--- src/rtl/que_slot_pkg.sv ---
// Shared types and defaults for the switch queue slot receive handler.
package que_slot_pkg;

    typedef enum logic [1:0] {
        S_IDLE      = 2'd0,
        S_ADVERTISE = 2'd1,
        S_STREAM    = 2'd2,
        S_DRAIN     = 2'd3
    } state_type;

    localparam int unsigned QS_DATA_WIDTH = 8;

    typedef struct packed {
        logic                     first;
        logic [QS_DATA_WIDTH-1:0] data;
    } push_word_t;

    localparam logic [15:0] QS_TIMEOUT_DEFAULT = 16'h8;

endpackage

--- src/rtl/cycle_timer.sv ---
// Loadable down-counter; o_expired is high once the count has reached zero.
module cycle_timer #(
    parameter int unsigned WIDTH = 16
) (
    input  logic             i_clock,
    input  logic             i_reset_n,
    input  logic             i_load,
    input  logic [WIDTH-1:0] i_load_value,
    output logic             o_expired
);

    logic [WIDTH-1:0] r_count;

    always_ff @(posedge i_clock) begin
        if (!i_reset_n) begin
            r_count <= '0;
        end else if (i_load) begin
            r_count <= i_load_value;
        end else if (r_count != '0) begin
            r_count <= r_count - 1'b1;
        end
    end

    assign o_expired = (r_count == '0);

endmodule

--- src/rtl/que_slot_skid_buffer.sv ---
// Small FIFO absorbing words while the fabric stalls; a push is accepted when
// full provided the head is popped in the same cycle.
module que_slot_skid_buffer #(
    parameter int unsigned DW    = 8,
    parameter int unsigned DEPTH = 4
) (
    input  logic          i_clock,
    input  logic          i_reset_n,
    input  logic          i_push,
    input  logic [DW-1:0] i_push_data,
    input  logic          i_pop,
    output logic [DW-1:0] o_head,
    output logic          o_full,
    output logic          o_empty
);

    localparam int unsigned AW = $clog2(DEPTH);

    logic [AW:0]   r_wr_ptr;
    logic [AW:0]   r_rd_ptr;
    logic [DW-1:0] r_mem [DEPTH];
    logic          w_push_ok;
    logic          w_pop_ok;

    assign o_empty   = (r_wr_ptr == r_rd_ptr);
    assign o_full    = (r_wr_ptr[AW] != r_rd_ptr[AW]) &&
                       (r_wr_ptr[AW-1:0] == r_rd_ptr[AW-1:0]);
    assign o_head    = r_mem[r_rd_ptr[AW-1:0]];
    assign w_pop_ok  = i_pop & ~o_empty;
    assign w_push_ok = i_push & (~o_full | w_pop_ok);

    always_ff @(posedge i_clock) begin
        if (!i_reset_n) begin
            r_wr_ptr <= '0;
            r_rd_ptr <= '0;
        end else begin
            if (w_push_ok) r_wr_ptr <= r_wr_ptr + 1'b1;
            if (w_pop_ok)  r_rd_ptr <= r_rd_ptr + 1'b1;
        end
    end

    always_ff @(posedge i_clock) begin
        if (w_push_ok) r_mem[r_wr_ptr[AW-1:0]] <= i_push_data;
    end

endmodule

--- src/rtl/que_slot_stream_receiver.sv ---
// Receive handler for one switch queue slot: advertises a good packet, then
// streams it to the fabric push port through a skid buffer with first-word tag.
module que_slot_stream_receiver
    import que_slot_pkg::*;
#(
    parameter int unsigned DATA_WIDTH    = 8,
    parameter int unsigned SKID_DEPTH    = 4,
    parameter logic [15:0] TIMEOUT_LIMIT = QS_TIMEOUT_DEFAULT,
    parameter int unsigned LENGTH_WIDTH  = 16
) (
    input  logic                    clock,
    input  logic                    reset_n,
    input  logic                    enable,
    input  logic [DATA_WIDTH-1:0]   data,
    input  logic                    data_enable,
    input  logic                    good_packet,
    input  logic                    bad_packet,
    input  logic                    push_data_enable,
    output logic                    fifo_reset_n,
    output logic                    ready,
    output logic                    push_data_ready,
    output logic [DATA_WIDTH:0]     push_data,
    output logic                    push_data_valid,
    output logic                    packet_done,
    output logic [LENGTH_WIDTH-1:0] packet_length,
    output logic                    overflow_event
);

    state_type               r_state;
    state_type               w_next_state;
    logic                    r_first;
    logic [LENGTH_WIDTH-1:0] r_length;
    logic                    r_fifo_reset_n;
    logic                    r_ready;
    logic                    r_push_data_ready;
    logic                    r_push_first;
    logic [DATA_WIDTH-1:0]   r_push_word;
    logic                    r_push_valid;
    logic                    r_packet_done;
    logic [LENGTH_WIDTH-1:0] r_packet_length;
    logic                    r_overflow;

    logic                    w_go;
    logic                    w_streaming;
    logic                    w_direct;
    logic                    w_pop;
    logic                    w_push;
    logic                    w_drop;
    logic                    w_emit;
    logic                    w_drain_done;
    logic                    w_load;
    logic                    w_expired;
    logic                    w_full;
    logic                    w_empty;
    logic [DATA_WIDTH-1:0]   w_head;
    logic [DATA_WIDTH-1:0]   w_emit_word;

    // Direct path bypasses the skid only when nothing older is queued, keeping FIFO order.
    always_comb begin
        w_go         = enable & push_data_enable;
        w_streaming  = (r_state == S_STREAM);
        w_pop        = w_go & ~w_empty & ((r_state == S_STREAM) | (r_state == S_DRAIN));
        w_direct     = w_streaming & data_enable & w_go & w_empty;
        w_push       = w_streaming & data_enable & ~w_direct & (~w_full | w_pop);
        w_drop       = w_streaming & data_enable & ~w_direct & w_full & ~w_pop;
        w_emit       = w_direct | w_pop;
        w_emit_word  = w_direct ? data : w_head;
        w_drain_done = (r_state == S_DRAIN) & w_empty;
        w_load       = ~w_streaming | data_enable;
    end

    always_comb begin
        w_next_state = r_state;
        case (r_state)
            S_IDLE:      if (!bad_packet && good_packet) w_next_state = S_ADVERTISE;
            S_ADVERTISE: if (w_go)                       w_next_state = S_STREAM;
            S_STREAM:    if (w_expired)                  w_next_state = S_DRAIN;
            S_DRAIN:     if (w_empty)                    w_next_state = S_IDLE;
            default:                                     w_next_state = S_IDLE;
        endcase
    end

    que_slot_skid_buffer #(
        .DW    (DATA_WIDTH),
        .DEPTH (SKID_DEPTH)
    ) u_skid (
        .i_clock     (clock),
        .i_reset_n   (reset_n),
        .i_push      (w_push),
        .i_push_data (data),
        .i_pop       (w_pop),
        .o_head      (w_head),
        .o_full      (w_full),
        .o_empty     (w_empty)
    );

    cycle_timer #(
        .WIDTH (16)
    ) u_timer (
        .i_clock      (clock),
        .i_reset_n    (reset_n),
        .i_load       (w_load),
        .i_load_value (TIMEOUT_LIMIT),
        .o_expired    (w_expired)
    );

    // ready stays high through drain so the arbiter keeps granting until empty.
    always_ff @(posedge clock) begin
        if (!reset_n) begin
            r_state           <= S_IDLE;
            r_first           <= 1'b1;
            r_length          <= '0;
            r_fifo_reset_n    <= 1'b0;
            r_ready           <= 1'b0;
            r_push_data_ready <= 1'b0;
            r_push_first      <= 1'b0;
            r_push_word       <= '0;
            r_push_valid      <= 1'b0;
            r_packet_done     <= 1'b0;
            r_packet_length   <= '0;
            r_overflow        <= 1'b0;
        end else begin
            r_state           <= w_next_state;
            r_fifo_reset_n    <= ~((r_state == S_IDLE) & bad_packet);
            r_ready           <= (w_next_state != S_IDLE);
            r_push_data_ready <= w_go & (r_state != S_IDLE);
            r_push_valid      <= w_emit;
            r_overflow        <= w_drop;
            r_packet_done     <= w_drain_done;
            if (w_drain_done) r_packet_length <= r_length;
            if (w_emit) begin
                r_push_first <= r_first;
                r_push_word  <= w_emit_word;
            end
            if (r_state == S_IDLE) begin
                r_first  <= 1'b1;
                r_length <= '0;
            end else if (w_emit) begin
                r_first <= 1'b0;
                if (r_length != '1) r_length <= r_length + 1'b1;
            end
        end
    end

    assign fifo_reset_n    = r_fifo_reset_n;
    assign ready           = r_ready;
    assign push_data_ready = r_push_data_ready;
    assign push_data       = {r_push_first, r_push_word};
    assign push_data_valid = r_push_valid;
    assign packet_done     = r_packet_done;
    assign packet_length   = r_packet_length;
    assign overflow_event  = r_overflow;

endmodule

--- config.mk ---
export PLATFORM = sky130hd
export DESIGN_NAME = que_slot_stream_receiver
export DESIGN_NICKNAME = d
export VERILOG_FILES = /design/src/rtl/que_slot_pkg.sv /design/src/rtl/cycle_timer.sv /design/src/rtl/que_slot_skid_buffer.sv /design/src/rtl/que_slot_stream_receiver.sv
export SDC_FILE = /design/constraint.sdc
export NUM_CORES = 1
export LEC_CHECK = 0
export ABC_AREA = 1
export CAP_MARGIN = 10
export CORE_ASPECT_RATIO = 1.1
export CORE_MARGIN = 2
export CORE_UTILIZATION = 30
export CTS_CLUSTER_SIZE = 8
export DETAILED_ROUTE_END_ITERATION = 8
export PLACE_DENSITY = 0.49
export SYNTH_ARGS = -nofsm -noshare
export SYNTH_HDL_FRONTEND = slang
export SYNTH_SLANG_ARGS = --single-unit
--- constraint.sdc ---
create_clock -name clock -period 3.3 [get_ports clock]
set_input_delay 0.66 -clock clock [delete_from_list [all_inputs] [get_ports clock]]
set_output_delay 0.66 -clock clock [all_outputs]
set_load 0.02 [all_outputs]
Word-level counts from Yosys, hierarchy flattened
Memories as Yosys holds them, arrays and structs flattened. A register that Yosys moved wholly into a read port is not among the register bits.
Cells that the tools add are included.
Widths: inputs -> output; s select.
Storage, ports and cells
  flip-flop bits (word level): 72
  output and inout bits: 31
  word-level logic and storage cells: 79
  memories: 1
  input port bits: 15
  RAM bits: 32
Cells by class
  mux-type cells: 12
  bitwise operators: 27
  reduce and logical (&&, ||, !) cells: 12
  equality and inequality tests: 7
  add/sub/neg operators: 4
Memory list
  u_skid.r_mem: words 4, width 8, rd ports 1, clocked after memory_dff 1, write ports 1, line que_slot_skid_buffer.sv:21  | logic [DW-1:0] r_mem [DEPTH];
Operators with widths (number)
  $add 16x1->16 const B: 1
  $logic_not 16->1: 1
  $ne 16x16->1 const B: 1
  $reduce_bool 16->1: 1
  $sub 16x1->16 const B: 1
  $and 1x1->1: 15
  $mux 2: 6
  $mux 4: 2
  $mux 8: 1
  $pmux 2 s4: 1
  $not 1->1: 7
  $add 3x1->3 const B: 2
  $reduce_bool 2->1: 3
  $or 1x1->1: 5
  $eq 2x2->1 const B: 2
  $reduce_or 2->1: 2
  $eq 3x3->1: 1
  $eq 2x1->1 const B: 1
  $eq 2x2->1: 1
  $logic_and 1x1->1: 2
  $logic_not 2->1: 1
  $mux 1: 2
  $reduce_and 2->1: 1
  $logic_not 1->1: 1
  $ne 1x1->1: 1

Logic depth before layout (Yosys ltp)
  word-level depth: 10
  gate-level depth with buffers: 11

Modules after synthesis
A second synthesis with hierarchy kept.
Second synthesis, totals
  cells, all modules: 655
  area total of the unflattened synthesis: 5104.9 um^2
By module, submodules not included
  que_slot_stream_receiver: times used 1, cells each 333, seq. area each 1001.0 um^2, area each 2346.0 um^2
  que_slot_skid_buffer: times used 1, cells each 142, seq. area each 1121.1 um^2, area each 1644.1 um^2
  cycle_timer: times used 1, cells each 180, seq. area each 320.3 um^2, area each 1114.8 um^2

Worst setup path before layout
Ideal clock, no wire load.
  path kind: input -> register
  start point: in enable
  end point: mem u_skid.r_mem[0][0] (enable)
  setup slack: 1.217 ns
  cell stages on the path: 6
  data required time: 2.929 ns
  buffers on the path: 0
  data arrival time: 1.713 ns
  path through: nand2_1 -> nor2_1 -> nor2_1 -> nand2_1 -> nand3_1 -> nor2_1
Between the ends
  cells in the longest elaborated chain, start to end: 9
RTL lines
  from (decl): line que_slot_stream_receiver.sv:13  | input logic enable,
  $and 1x1->1 (*): line que_slot_stream_receiver.sv:60  | w_go = enable & push_data_enable;
  $and 1x1->1 (2 in series): line que_slot_stream_receiver.sv:63  | w_direct = w_streaming & data_enable & w_go & w_empty;
  $not 1->1: line que_slot_stream_receiver.sv:64  | w_push = w_streaming & data_enable & ~w_direct & (~w_full | w_pop);
  $and 1x1->1 (2 in series): line que_slot_stream_receiver.sv:64
  $and 1x1->1 (*): line que_slot_skid_buffer.sv:30  | assign w_push_ok = i_push & (~o_full | w_pop_ok);
  $mux 1 (*): line que_slot_skid_buffer.sv:43  | if (w_push_ok) r_mem[r_wr_ptr[AW-1:0]] <= i_push_data;
  $mux 1 (not written as such) (*): line que_slot_skid_buffer.sv:43
  to (decl): line que_slot_skid_buffer.sv:21
Every way passes the cells marked *; elsewhere a longest branch is shown, timed or not.

Worst setup path after layout
  start point: in push_data_enable
  end point: reg r_length[13]
Between the ends
  cells in the longest elaborated chain, start to end: 5
RTL lines
  from (decl): line que_slot_stream_receiver.sv:18  | input logic push_data_enable,
  $and 1x1->1 (*): line que_slot_stream_receiver.sv:60
  $and 1x1->1 (on tied branches) (2 in series): line que_slot_stream_receiver.sv:63, que_slot_stream_receiver.sv:62
  $or 1x1->1 (*): line que_slot_stream_receiver.sv:66  | w_emit = w_direct | w_pop;
  $reduce_and 2->1 (no line) (*)
  to (signal assigned): line que_slot_stream_receiver.sv:140  | if (r_length != '1) r_length <= r_length + 1'b1;
  to (decl): line que_slot_stream_receiver.sv:32  | logic [LENGTH_WIDTH-1:0] r_length;
Marked as above.
A chain may end at the register's enable or synchronous reset.

==> flow_summary.json <==
{
  "maxSlewViolCount": 0,
  "clk_pin_slew_ns": 0.06,
  "routed_wl_um": 11100,
  "synthTopCellsByCount": "96 x nand2_1, 77 x nor2_1, 74 x dfxtp_1",
  "die_x_um": 126,
  "synth_area_leader_cell": "dfxtp_1",
  "grt_overflow_total": 0,
  "gp_congestion": 0.814,
  "synth.net_count": 593,
  "crit_family": "simple AND/OR/NAND/NOR gates",
  "postCtsHoldBufs": 0,
  "first_pass_iters": 4,
  "numCtsBuffers": 9,
  "vias": 3826,
  "hold_path.class": "flop to flop",
  "finalHoldViolCount": 0,
  "cpMaxStageDelayCell": "clkdlybuf4s50_1",
  "cp_max_fo": 29,
  "areaGrowthSynthToFinish_pct": 18.2,
  "cp-end-kind": "flop",
  "power_per_cell_area_nw_per_um2": 430,
  "viasPerCell": 4.65,
  "htree_levels": 3,
  "clockBufferDepth": 2,
  "grt_max_degree": 32,
  "ir_drop_uv": 242,
  "drive_gt1_frac": 0.102,
  "max_stage_delay_ns": 0.45,
  "initial_utilization": 0.303,
  "yosysMostFrequentCell": "nand2_1",
  "clock_latency_ns": 0.35,
  "finClkSkew_ns": 0.0122,
  "max_slew_margin": 0.350,
  "ys_seq_area_frac": 0.498,
  "finalNetCount": 635,
  "post-cts-setup-buffers": 0,
  "routedWlPerCell_um": 13.5,
  "status": "complete, no violations",
  "core_area_um2": 16200,
  "drcViolationCount": 0,
  "dp_slack_ns": 0.623,
  "syn_avg_cell_area_um2": 8.59,
  "utilization": 0.358,
  "worstPathArrival_ns": 2.55,
  "grt_usage": 0.133,
  "synth_area_um2": 4900,
  "crit_type": "input pin to flop",
  "clock_sinks": 106,
  "dp.cells": 806,
  "ys_ff_latch": 106,
  "p_leak_nw": 2.15,
  "grt_antenna_before_repair": 0,
  "fillCellCount": 1683,
  "synth_edf_count": 32,
  "yosys_most_used_dff": "dfxtp_1",
  "fin_cells": 822,
  "finalPower_w": 0.00249,
  "synthCells": 571,
  "ant_nets": 0,
  "rows": 49,
  "cp-start-kind": "input pin",
  "grt_pass1_vias": 3682,
  "synth.distinct_cells": 37,
  "tightest_slew_ns": 0.972,
  "clock-root-buffer": "clkbuf_16",
  "drv_cap": 0,
  "cts_tree": "built",
  "period_needed_ns": 2.33,
  "ios": 46,
  "path_buf_inv": 1,
  "yosysWarnings": 0,
  "dieArea_um2": 17400,
  "grt_pass1_wl_um": 18600,
  "critPathRequiredTime_ns": 3.52,
  "synth_top_area_share": 0.302,
  "crit_chain": "clkdlybuf4s50_1 -> nand2_1 -> nor2_4 -> nand3_4 -> nand2_4 -> nand2_4 -> nand2_1 -> a21oi_2",
  "cts.repair.resized": 0,
  "fin_tns_setup_ns": 0,
  "io_buffers": 45,
  "setup_viol": 0,
  "synth_area_leaders": "dfxtp_1 30%, edfxtp_1 20%, nand2_1 7.4%, nor2_1 5.9%, o21ai_0 5.4%",
  "fp.dieH_um": 138,
  "diodes": 0,
  "timing.fmax_mhz": 430,
  "async_reset_ff_frac": 0,
  "rsz0062_at_grt": "no",
  "fin_ws_ns": 0.972,
  "dp_hpwl_um": 8150,
  "min_period_over_period": 0.705,
  "first_iter_violations": 215
}
## worst register-to-register path, delay by kind of cell, from the launching register on
family | cells | cell delay (ns)
AND/OR/NAND/NOR | 4 | 1.07
AO/OA/AOI/OAI | 2 | 0.58
flip-flops | 1 | 0.42
buffers and inverters | 1 | 0.09
## final cells by class
| type | count | area [um2] | area share |
|---|---|---|---|
| sequential | 106 | 2440 | 0.422 |
| multi-input combinational | 388 | 2110 | 0.364 |
| timing repair buffer | 51 | 495 | 0.0855 |
| clock buffer | 14 | 264 | 0.0456 |
| tap | 204 | 255 | 0.0441 |
| inverter | 57 | 214 | 0.0369 |
| clock inverter | 2 | 11.3 | 0.00194 |
## routing by layer
metal	routed length, um	vias up	track usage
met1	5400	1777	0.176
met4	227	0	0.0590
li1	-	1984	-
met5	0	-	0
met3	407	16	0.0263
met2	5100	49	0.211
## sequential cells by signal, summed over array words and instances, names as in the netlist, 2 cells and up, named ones only
name and cells:
r_push_word 8, u_skid.r_mem 32, u_skid.r_wr_ptr 3, u_skid.r_rd_ptr 3
r_state 2, u_timer.r_count 16, packet_length 16, r_length 16
## per-stage QoR
stage | hold WS (ns) | instance area [um2]
finish | 0.447 | 5790
global route | 0.472 | 5790
CTS | 0.449 | 5790
detailed placement | 0.435 | 5520
global placement | 0.437 | 5520
floorplan | 0.420 | 4900
## cells in the final DEF (no fill, tap or decap), drive strengths merged
cell type / netlist / routed
nand2: 104 / 104
xor2: 11 / 11
clkbuf: 10 / 14
a21oi: 49 / 49
clkdlybuf4s50: 0 / 45
nor3b: 1 / 1
clkinv: 1 / 2
nor2: 82 / 82
xnor2: 6 / 6
ha: 7 / 7
inv: 56 / 57
o22ai: 8 / 8
nor3: 11 / 11
nand3b: 3 / 3
a211oi: 2 / 2
nand3: 33 / 33
dfxtp: 74 / 74
o21ai: 57 / 57
buf: 10 / 6
edfxtp: 32 / 32
nand4: 14 / 14
## kinds of logic after synthesis
| family | after synthesis | share of synthesized area |
|---|---|---|
| flops | 106 | 0.498 |
| compound gates | 116 | 0.128 |
| buf+inv | 77 | 0.0712 |
| xor+xnor | 17 | 0.0304 |
| simple gates | 248 | 0.254 |
| fa+ha+maj | 7 | 0.0179 |
## power by group
group | internal (W) | total (W) | switching, W
Clock | 0.000554 | 0.00102 | 0.000462
Sequential | 0.00135 | 0.00135 | 0.00000587
Combinational | 0.0000456 | 0.000118 | 0.0000726
## final timing paths
kind                                    from                             to  slack, ns  cells past startpoint
max                         push_data_enable      r_length[13]$_SDFFE_PP0P_       0.97                      8
min            packet_length[1]$_SDFFE_PN0P_  packet_length[1]$_SDFFE_PN0P_       0.45                      2
max reg2reg  u_skid.r_wr_ptr[1]$_SDFFE_PN0N_  packet_length[9]$_SDFFE_PN0P_       1.03                      7
min reg2reg    packet_length[1]$_SDFFE_PN0P_  packet_length[1]$_SDFFE_PN0P_       0.45                      2
Note: power is estimated with default switching activity, not from simulation.
